--- src/rtl/rot_intr_ctrl.sv ---
// Completion tracker and interrupt generator for the rotation engine.
// Counts DMA pixel completions against NEW_H*NEW_W and raises one masked, registered interrupt.
module rot_intr_ctrl #(
    parameter int CNT_W = 32
) (
    input  logic             I_INTR_HCLK,
    input  logic             I_INTR_HRESET_N,
    input  logic             I_INTR_RESET,
    input  logic             I_INTR_START,
    input  logic [15:0]      I_INTR_NEW_H,
    input  logic [15:0]      I_INTR_NEW_W,
    input  logic             I_INTR_PIX_DONE,
    input  logic             I_INTR_MASK,
    input  logic             I_INTR_BEF_MASK,
    input  logic             I_INTR_AFT_MASK,
    input  logic             I_INTR_CLEAR,
    output logic             O_INTR_DONE,
    output logic             O_INTR_BUSY,
    output logic             O_INTR_RAW_BEF,
    output logic             O_INTR_RAW_AFT,
    output logic [CNT_W-1:0] O_INTR_PIX_CNT
);

    typedef enum logic [1:0] {IDLE, RUN, DONE} state_t;

    state_t           state, state_nxt;
    logic             start_q;
    logic             start_rise;
    logic [CNT_W-1:0] new_size;
    logic [CNT_W-1:0] target, target_nxt;
    logic [CNT_W-1:0] pix_cnt, pix_cnt_nxt;
    logic             raw_bef, raw_bef_nxt;
    logic             raw_aft, raw_aft_nxt;
    logic             bef_set, aft_set;
    logic             intr_q, intr_nxt;

    assign start_rise = I_INTR_START & ~start_q;
    assign new_size   = CNT_W'(I_INTR_NEW_H) * CNT_W'(I_INTR_NEW_W);

    always_ff @(posedge I_INTR_HCLK or negedge I_INTR_HRESET_N) begin
        if (!I_INTR_HRESET_N) begin
            state <= IDLE;
        end else if (I_INTR_RESET) begin
            state <= IDLE;
        end else begin
            state <= state_nxt;
        end
    end

    always_comb begin
        state_nxt   = state;
        target_nxt  = target;
        pix_cnt_nxt = pix_cnt;
        bef_set     = 1'b0;
        aft_set     = 1'b0;
        case (state)
            IDLE, DONE: begin
                // A zero-sized job completes on the same edge it is accepted.
                if (start_rise) begin
                    target_nxt  = new_size;
                    pix_cnt_nxt = '0;
                    bef_set     = 1'b1;
                    if (new_size == '0) begin
                        aft_set   = 1'b1;
                        state_nxt = DONE;
                    end else begin
                        state_nxt = RUN;
                    end
                end else if (state == DONE) begin
                    state_nxt = IDLE;
                end
            end
            RUN: begin
                if (I_INTR_PIX_DONE) begin
                    if (pix_cnt == target - CNT_W'(1)) begin
                        pix_cnt_nxt = target;
                        aft_set     = 1'b1;
                        state_nxt   = DONE;
                    end else begin
                        pix_cnt_nxt = pix_cnt + CNT_W'(1);
                    end
                end
            end
            default: state_nxt = IDLE;
        endcase
        // A set event in the same cycle as CLEAR keeps the bit set.
        raw_bef_nxt = bef_set | (raw_bef & ~I_INTR_CLEAR);
        raw_aft_nxt = aft_set | (raw_aft & ~I_INTR_CLEAR);
        intr_nxt    = ~I_INTR_MASK & ((raw_bef & ~I_INTR_BEF_MASK) | (raw_aft & ~I_INTR_AFT_MASK));
    end

    always_ff @(posedge I_INTR_HCLK or negedge I_INTR_HRESET_N) begin
        if (!I_INTR_HRESET_N) begin
            start_q <= 1'b0;
            target  <= '0;
            pix_cnt <= '0;
            raw_bef <= 1'b0;
            raw_aft <= 1'b0;
            intr_q  <= 1'b0;
        end else if (I_INTR_RESET) begin
            start_q <= 1'b0;
            target  <= '0;
            pix_cnt <= '0;
            raw_bef <= 1'b0;
            raw_aft <= 1'b0;
            intr_q  <= 1'b0;
        end else begin
            start_q <= I_INTR_START;
            target  <= target_nxt;
            pix_cnt <= pix_cnt_nxt;
            raw_bef <= raw_bef_nxt;
            raw_aft <= raw_aft_nxt;
            intr_q  <= intr_nxt;
        end
    end

    assign O_INTR_DONE    = intr_q;
    assign O_INTR_BUSY    = (state == RUN);
    assign O_INTR_RAW_BEF = raw_bef;
    assign O_INTR_RAW_AFT = raw_aft;
    assign O_INTR_PIX_CNT = pix_cnt;

endmodule
--- config.mk ---
export PLATFORM = sky130hd
export DESIGN_NAME = rot_intr_ctrl
export DESIGN_NICKNAME = d
export VERILOG_FILES = /design/src/rtl/rot_intr_ctrl.sv
export SDC_FILE = /design/constraint.sdc
export NUM_CORES = 1
export LEC_CHECK = 0
export CORE_UTILIZATION = 35
export CTS_CLUSTER_DIAMETER = 50
export DETAILED_ROUTE_END_ITERATION = 8
export DONT_BUFFER_PORTS = 1
export GPL_TIMING_DRIVEN = 0
export PLACE_DENSITY_LB_ADDON = 0.05
export SLEW_MARGIN = 20
export SYNTH_ARGS = -nofsm -noshare
export SYNTH_HDL_FRONTEND = slang
export SYNTH_SLANG_ARGS = --single-unit
--- constraint.sdc ---
create_clock -name I_INTR_HCLK -period 3.4 [get_ports I_INTR_HCLK]
set_clock_uncertainty 0.1 [all_clocks]
set_input_delay 0.34 -clock I_INTR_HCLK [delete_from_list [all_inputs] [get_ports I_INTR_HCLK]]
set_output_delay 0.34 -clock I_INTR_HCLK [all_outputs]
set_load 0.02 [all_outputs]
# Word-level counts from Yosys, hierarchy flattened
# Cells that the tools add are included.
# word_totals
output_inout_bits	36
regBits	70
# classes
n_mul	1
mux	26
bitwise_logic	14
n_reduce_logical	9
n_eq_ne	7
add_sub_neg	2
# op_table
operator	n
two-way mux 32 bit	7
case mux 32 bit (2 select lines)	1
adder 32 x 1 -> 32 bit, second input constant	1
equality test 32 bit	1
logical NOT 32 bit	1
multiplier 16 x 16 -> 32 bit	1
subtractor 32 x 1 -> 32 bit, second input constant	1
two-way mux 2 bit	6
two-way mux 1 bit	10
bitwise AND 1 bit	6
!= test 3 bit, second input constant	2
AND reduction 3 bit	2
inverter 1 bit	5
!= test 4 bit, second input constant	1
case mux 2 bit (2 select lines)	1
nonzero test 2 bit	2
!= test 3 x 2 -> 1 bit, second input constant	1
bitwise OR 1 bit	3
nonzero test 3 bit	1
equality test 2 x 1 -> 1 bit, second input constant	1
equality test 2 bit, second input constant	1
logical NOT 2 bit	1
case mux 1 bit (2 select lines)	1
AND reduction 2 bit	1
OR reduction 2 bit	1

# Depth between registers and ports, before layout
# depth
word_depth	7
mapped_depth	26
depth_no_buf	24

# Least setup slack after synthesis
# No wires, ideal clock.
# synth_timing
path_kind	input-to-reg
from	input I_INTR_NEW_W[1]
to	register raw_aft (netlist: O_INTR_RAW_AFT)
setup_slack_ns	-3.100
required_ns	3.218
path_stages	23
arrival_ns	6.318
path_buffers	1
path_cell_list	clkbuf_1 -> nand2_1 -> fa_1 -> fa_1 -> fa_1 -> fa_1 -> inv_1 -> fa_1 -> inv_1 -> fa_1 -> inv_1 -> ha_1 -> a21oi_1 -> o22ai_1 -> a211oi_1 -> a2111oi_0 -> nor3_1 -> o21ai_0 -> xnor2_1 -> nand4_1 -> nor4_1 -> nand2_1 -> a31oi_1
# synth_between
elab_chain_len	7
# synth_rtl
item	line_no	text
start, declared	11	input logic [15:0] I_INTR_NEW_W,
multiplier 16 x 16 -> 32 bit	38	assign new_size = CNT_W'(I_INTR_NEW_H) * CNT_W'(I_INTR_NEW_W);
logical NOT 32 bit	63	if (new_size == '0) begin
two-way mux 1 bit	63	
two-way mux 1 bit	59	if (start_rise) begin
case mux 1 bit (2 select lines)	56	case (state)
bitwise OR 1 bit	88	raw_aft_nxt = aft_set | (raw_aft & ~I_INTR_CLEAR);
two-way mux 1 bit	100	end else if (I_INTR_RESET) begin
end signal, assigned	112	raw_aft <= raw_aft_nxt;
end, declared	33	logic raw_aft, raw_aft_nxt;
# No other way between the ends.
# A chain may end at the register's enable or synchronous reset.

# Worst setup path in the final report
# layout_timing
from	input I_INTR_NEW_W[6]
to	register state[1]
# layout_between
elab_chain_len	6
# layout_rtl
item	line_no	text
multiplier 16 x 16 -> 32 bit	38	
logical NOT 32 bit	63	
two-way mux 2 bit	63	
two-way mux 2 bit	59	
case mux 2 bit (2 select lines)	56	
two-way mux 2 bit	43	end else if (I_INTR_RESET) begin
end signal, assigned	46	state <= state_nxt;
end, declared	26	state_t state, state_nxt;
# No other way between the ends.

==> flow_metrics.env <==
export IMPL_synth_area_leader_cell="fa_1"
export IMPL_setup_slack_ps=-2720
export IMPL_synth_edf_count=0
export IMPL_initialDrtViolationCount=688
export IMPL_area_growth_pct=28.6
export IMPL_worst_pin_slew_ps=844
export IMPL_cts_tree="done"
export IMPL_nets=2123
export IMPL_grt_pass1_vias=12300
export IMPL_htree_levels=3
export IMPL_synth_flop_cell="dfrtp_1"
export IMPL_clock_root_buffer="clkbuf_16"
export IMPL_io_pins=77
export IMPL_viasPerCell=5.15
export IMPL_grt_overflow_total=0
export IMPL_antennaDiodeCount=0
export IMPL_startpoint="I_INTR_NEW_W[6]"
export IMPL_mappedNetlistArea_mm2=0.0137
export IMPL_fmax_mhz=163
export IMPL_wirelength_mm=45.0
export IMPL_min_period_ps=6120
export IMPL_ys_seq_area_frac=0.128
export IMPL_async_flop_share=1.00
export IMPL_critPathArrivalTime_ps=6280
export IMPL_synth_cell_types=66
export IMPL_setup_violations=59
export IMPL_drive_above_1_share=0.246
export IMPL_post_route_period_util=1.80
export IMPL_yosysTopAreaCellShare=0.283
export IMPL_slew_headroom=0.433
export IMPL_final_hold_violation_count=0
export IMPL_place_gp_congestion=0.903
export IMPL_worstSetupStartpointType="primary input"
export IMPL_hp_class="primary input to register"
export IMPL_first_pass_iters=7
export IMPL_stdcell_area_mm2=0.0176
export IMPL_synthesis_yosys_warnings=0
export IMPL_path_clk_slew_ps=50
export IMPL_antenna_found_initial=0
export IMPL_path_max_fanout=7
export IMPL_end_kind="register"
export IMPL_num_rows=72
export IMPL_numCtsBuffers=9
export IMPL_syn_nets=2007
export IMPL_place_area_mm2=0.0149
export IMPL_via_count=11900
export IMPL_reg2reg_setup_slack_ps=-400
export IMPL_hpwl_mm=35.7
export IMPL_clk_insertion_delay_late_ps=340
export IMPL_violations="setup timing"
export IMPL_grt_setup_unrepaired="true"
export IMPL_ys_ff_latch=70
export IMPL_netlist_instances=1666
export IMPL_die_w_um=200
export IMPL_avgSynthCellArea_um2=8.24
export IMPL_grt_max_degree=71
export IMPL_grt_pass1_wl_mm=70.2
export IMPL_portBuffers=0
export IMPL_start_util=0.355
export IMPL_fp_dieArea_mm2=0.0400
export IMPL_crit_required_ps=3560
export IMPL_worstSetupPathType="primary input to register"
export IMPL_clock_sinks=70
export IMPL_cts_buffer_depth=2
export IMPL_grt_usage=0.229
export IMPL_drc=0
export IMPL_fp_dieH_um=200
export IMPL_synth_area_leaders="fa_1, dfrtp_1, ha_1"
export IMPL_holdCritStartpoint="I_INTR_START"
export IMPL_cap_violations=0
export IMPL_status="finished with violations"
export IMPL_slew_viol_final=0
export IMPL_wl_per_cell_um=19.6
export IMPL_core_mm2=0.0386
export IMPL_antenna_left=0
export IMPL_r2r_start="target[1]"
-- kinds of logic after synthesis --
group,synth area share
mux,0.00739
fa+ha+maj,0.380
simple gates,0.241
buf+inv,0.0913
xor+xnor,0.0434
flops,0.128
compound gates,0.110
-- cells in the mapped netlist, types with 15 or more instances --
| cell | instances |
|---|---|
| inv_1 | 237 |
| nand2_1 | 229 |
| fa_1 | 194 |
| and2_1 | 119 |
| ha_1 | 106 |
| nor2_1 | 87 |
| a21oi_1 | 86 |
| clkbuf_1 | 74 |
| dfrtp_1 | 70 |
| o21ai_0 | 53 |
| xnor2_1 | 39 |
| nor3_1 | 37 |
| o21ai_1 | 31 |
| xor2_1 | 29 |
| nand3_1 | 28 |
| nor4_1 | 23 |
| nand4_1 | 16 |
| a21o_1 | 15 |
-- metrics by stage --
stage	util	setup WS, ps	TNS, ps	hold WS, ps	std cells
floorplan	-	-2630	-51260	-55.6	1666
global placement	0.384	-3530	-98890	-54.0	2184
detailed placement	0.385	-3570	-100380	-53.7	2184
CTS	0.430	-2820	-62400	47.2	2261
global route	0.457	-3000	-69970	43.6	2303
finish	0.457	-2720	-59350	51.9	2303
-- per-layer routing --
metal / global-route usage / share of wire / vias to the layer above
met2: 0.421 / 0.52 / 254
met1: 0.290 / 0.43 / 5923
met4: 0.0554 / 0.021 / 0
li1: - / - / 5638
met5: 0 / 0 / -
met3: 0.0173 / 0.030 / 48
-- flip-flops by register name, summed over array words and instances, names as in the netlist --
register / flops
target: 32
O_INTR_RAW_BEF: 1
state: 2
O_INTR_DONE: 1
start_q: 1
O_INTR_RAW_AFT: 1
O_INTR_PIX_CNT: 32
-- layout make-up --
| class | count | area [um^2] |
|---|---|---|
| tap | 518 | 648 |
| inverter | 237 | 890 |
| buffer | 78 | 771 |
| multi-input combinational | 1273 | 12200 |
| clock buffer | 13 | 260 |
| timing repair buffer | 113 | 1130 |
| fill | 3819 | 21000 |
| sequential | 70 | 1760 |
| clock inverter | 1 | 30.0 |
-- timing repair --
item                                   4_1_cts  5_1_grt
buffers inserted                            58       50
gates cloned                                 5        2
hold buffers                                 3        0
pin swaps                                  105       96
setup endpoints to repair                   60       61
endpoints found under the hold margin       71        0
resized for setup                          168      189
-- worst max-delay path: stages --
cell and delay [ps]:
clkbuf_16 130, and2_4 150, fa_1 490, inv_2 40, fa_1 470, fa_1 520, inv_1 60, fa_1 450
fa_1 510, inv_2 40, fa_1 480, inv_2 50, ha_4 210, buf_8 130, a21oi_2 120, o21a_1 190
o211ai_1 120, buf_4 160, a2111oi_4 270, a21o_1 280, xnor2_2 100, nor3_2 180, nand4_1 160, nor4_4 320
nand2_2 130, a21oi_2 180
-- final timing paths --
kind,cells after the start,endpoint
setup / recovery,26,state[1]
hold / removal,1,start_q
setup reg to reg,18,O_INTR_RAW_AFT
hold reg to reg,2,target[27]
max in group asynchronous,2,target[0]
min in group asynchronous,2,O_INTR_PIX_CNT[8]
-- cells in the final DEF, fill, tap and decap left out, types with 9 or more instances in the layout --
cell type | synthesis | routed
a21o_1 | 15 | 15
a21oi_1 | 86 | 41
a21oi_2 | 0 | 43
a31oi_1 | 13 | 12
and2_1 | 119 | 99
and2_4 | 0 | 20
and3_1 | 14 | 13
buf_12 | 0 | 13
buf_4 | 5 | 80
buf_6 | 2 | 27
clkbuf_1 | 74 | 34
clkbuf_16 | 0 | 15
clkbuf_8 | 0 | 15
dfrtp_1 | 70 | 66
fa_1 | 194 | 186
ha_1 | 106 | 84
ha_4 | 0 | 20
inv_1 | 237 | 209
inv_2 | 0 | 28
nand2_1 | 229 | 215
nand2_2 | 0 | 9
nand2b_1 | 12 | 12
nand3_1 | 28 | 28
nand4_1 | 16 | 16
nor2_1 | 87 | 79
nor2b_1 | 14 | 13
nor3_1 | 37 | 17
nor3_4 | 2 | 15
nor4_2 | 1 | 9
nor4_4 | 2 | 9
o21ai_0 | 53 | 34
o21ai_1 | 31 | 42
xnor2_1 | 39 | 23
xnor2_2 | 0 | 15
xor2_1 | 29 | 23
Power is not shown: default switching activity piles up to over one toggle a cycle in this logic, so the estimate is an artifact.
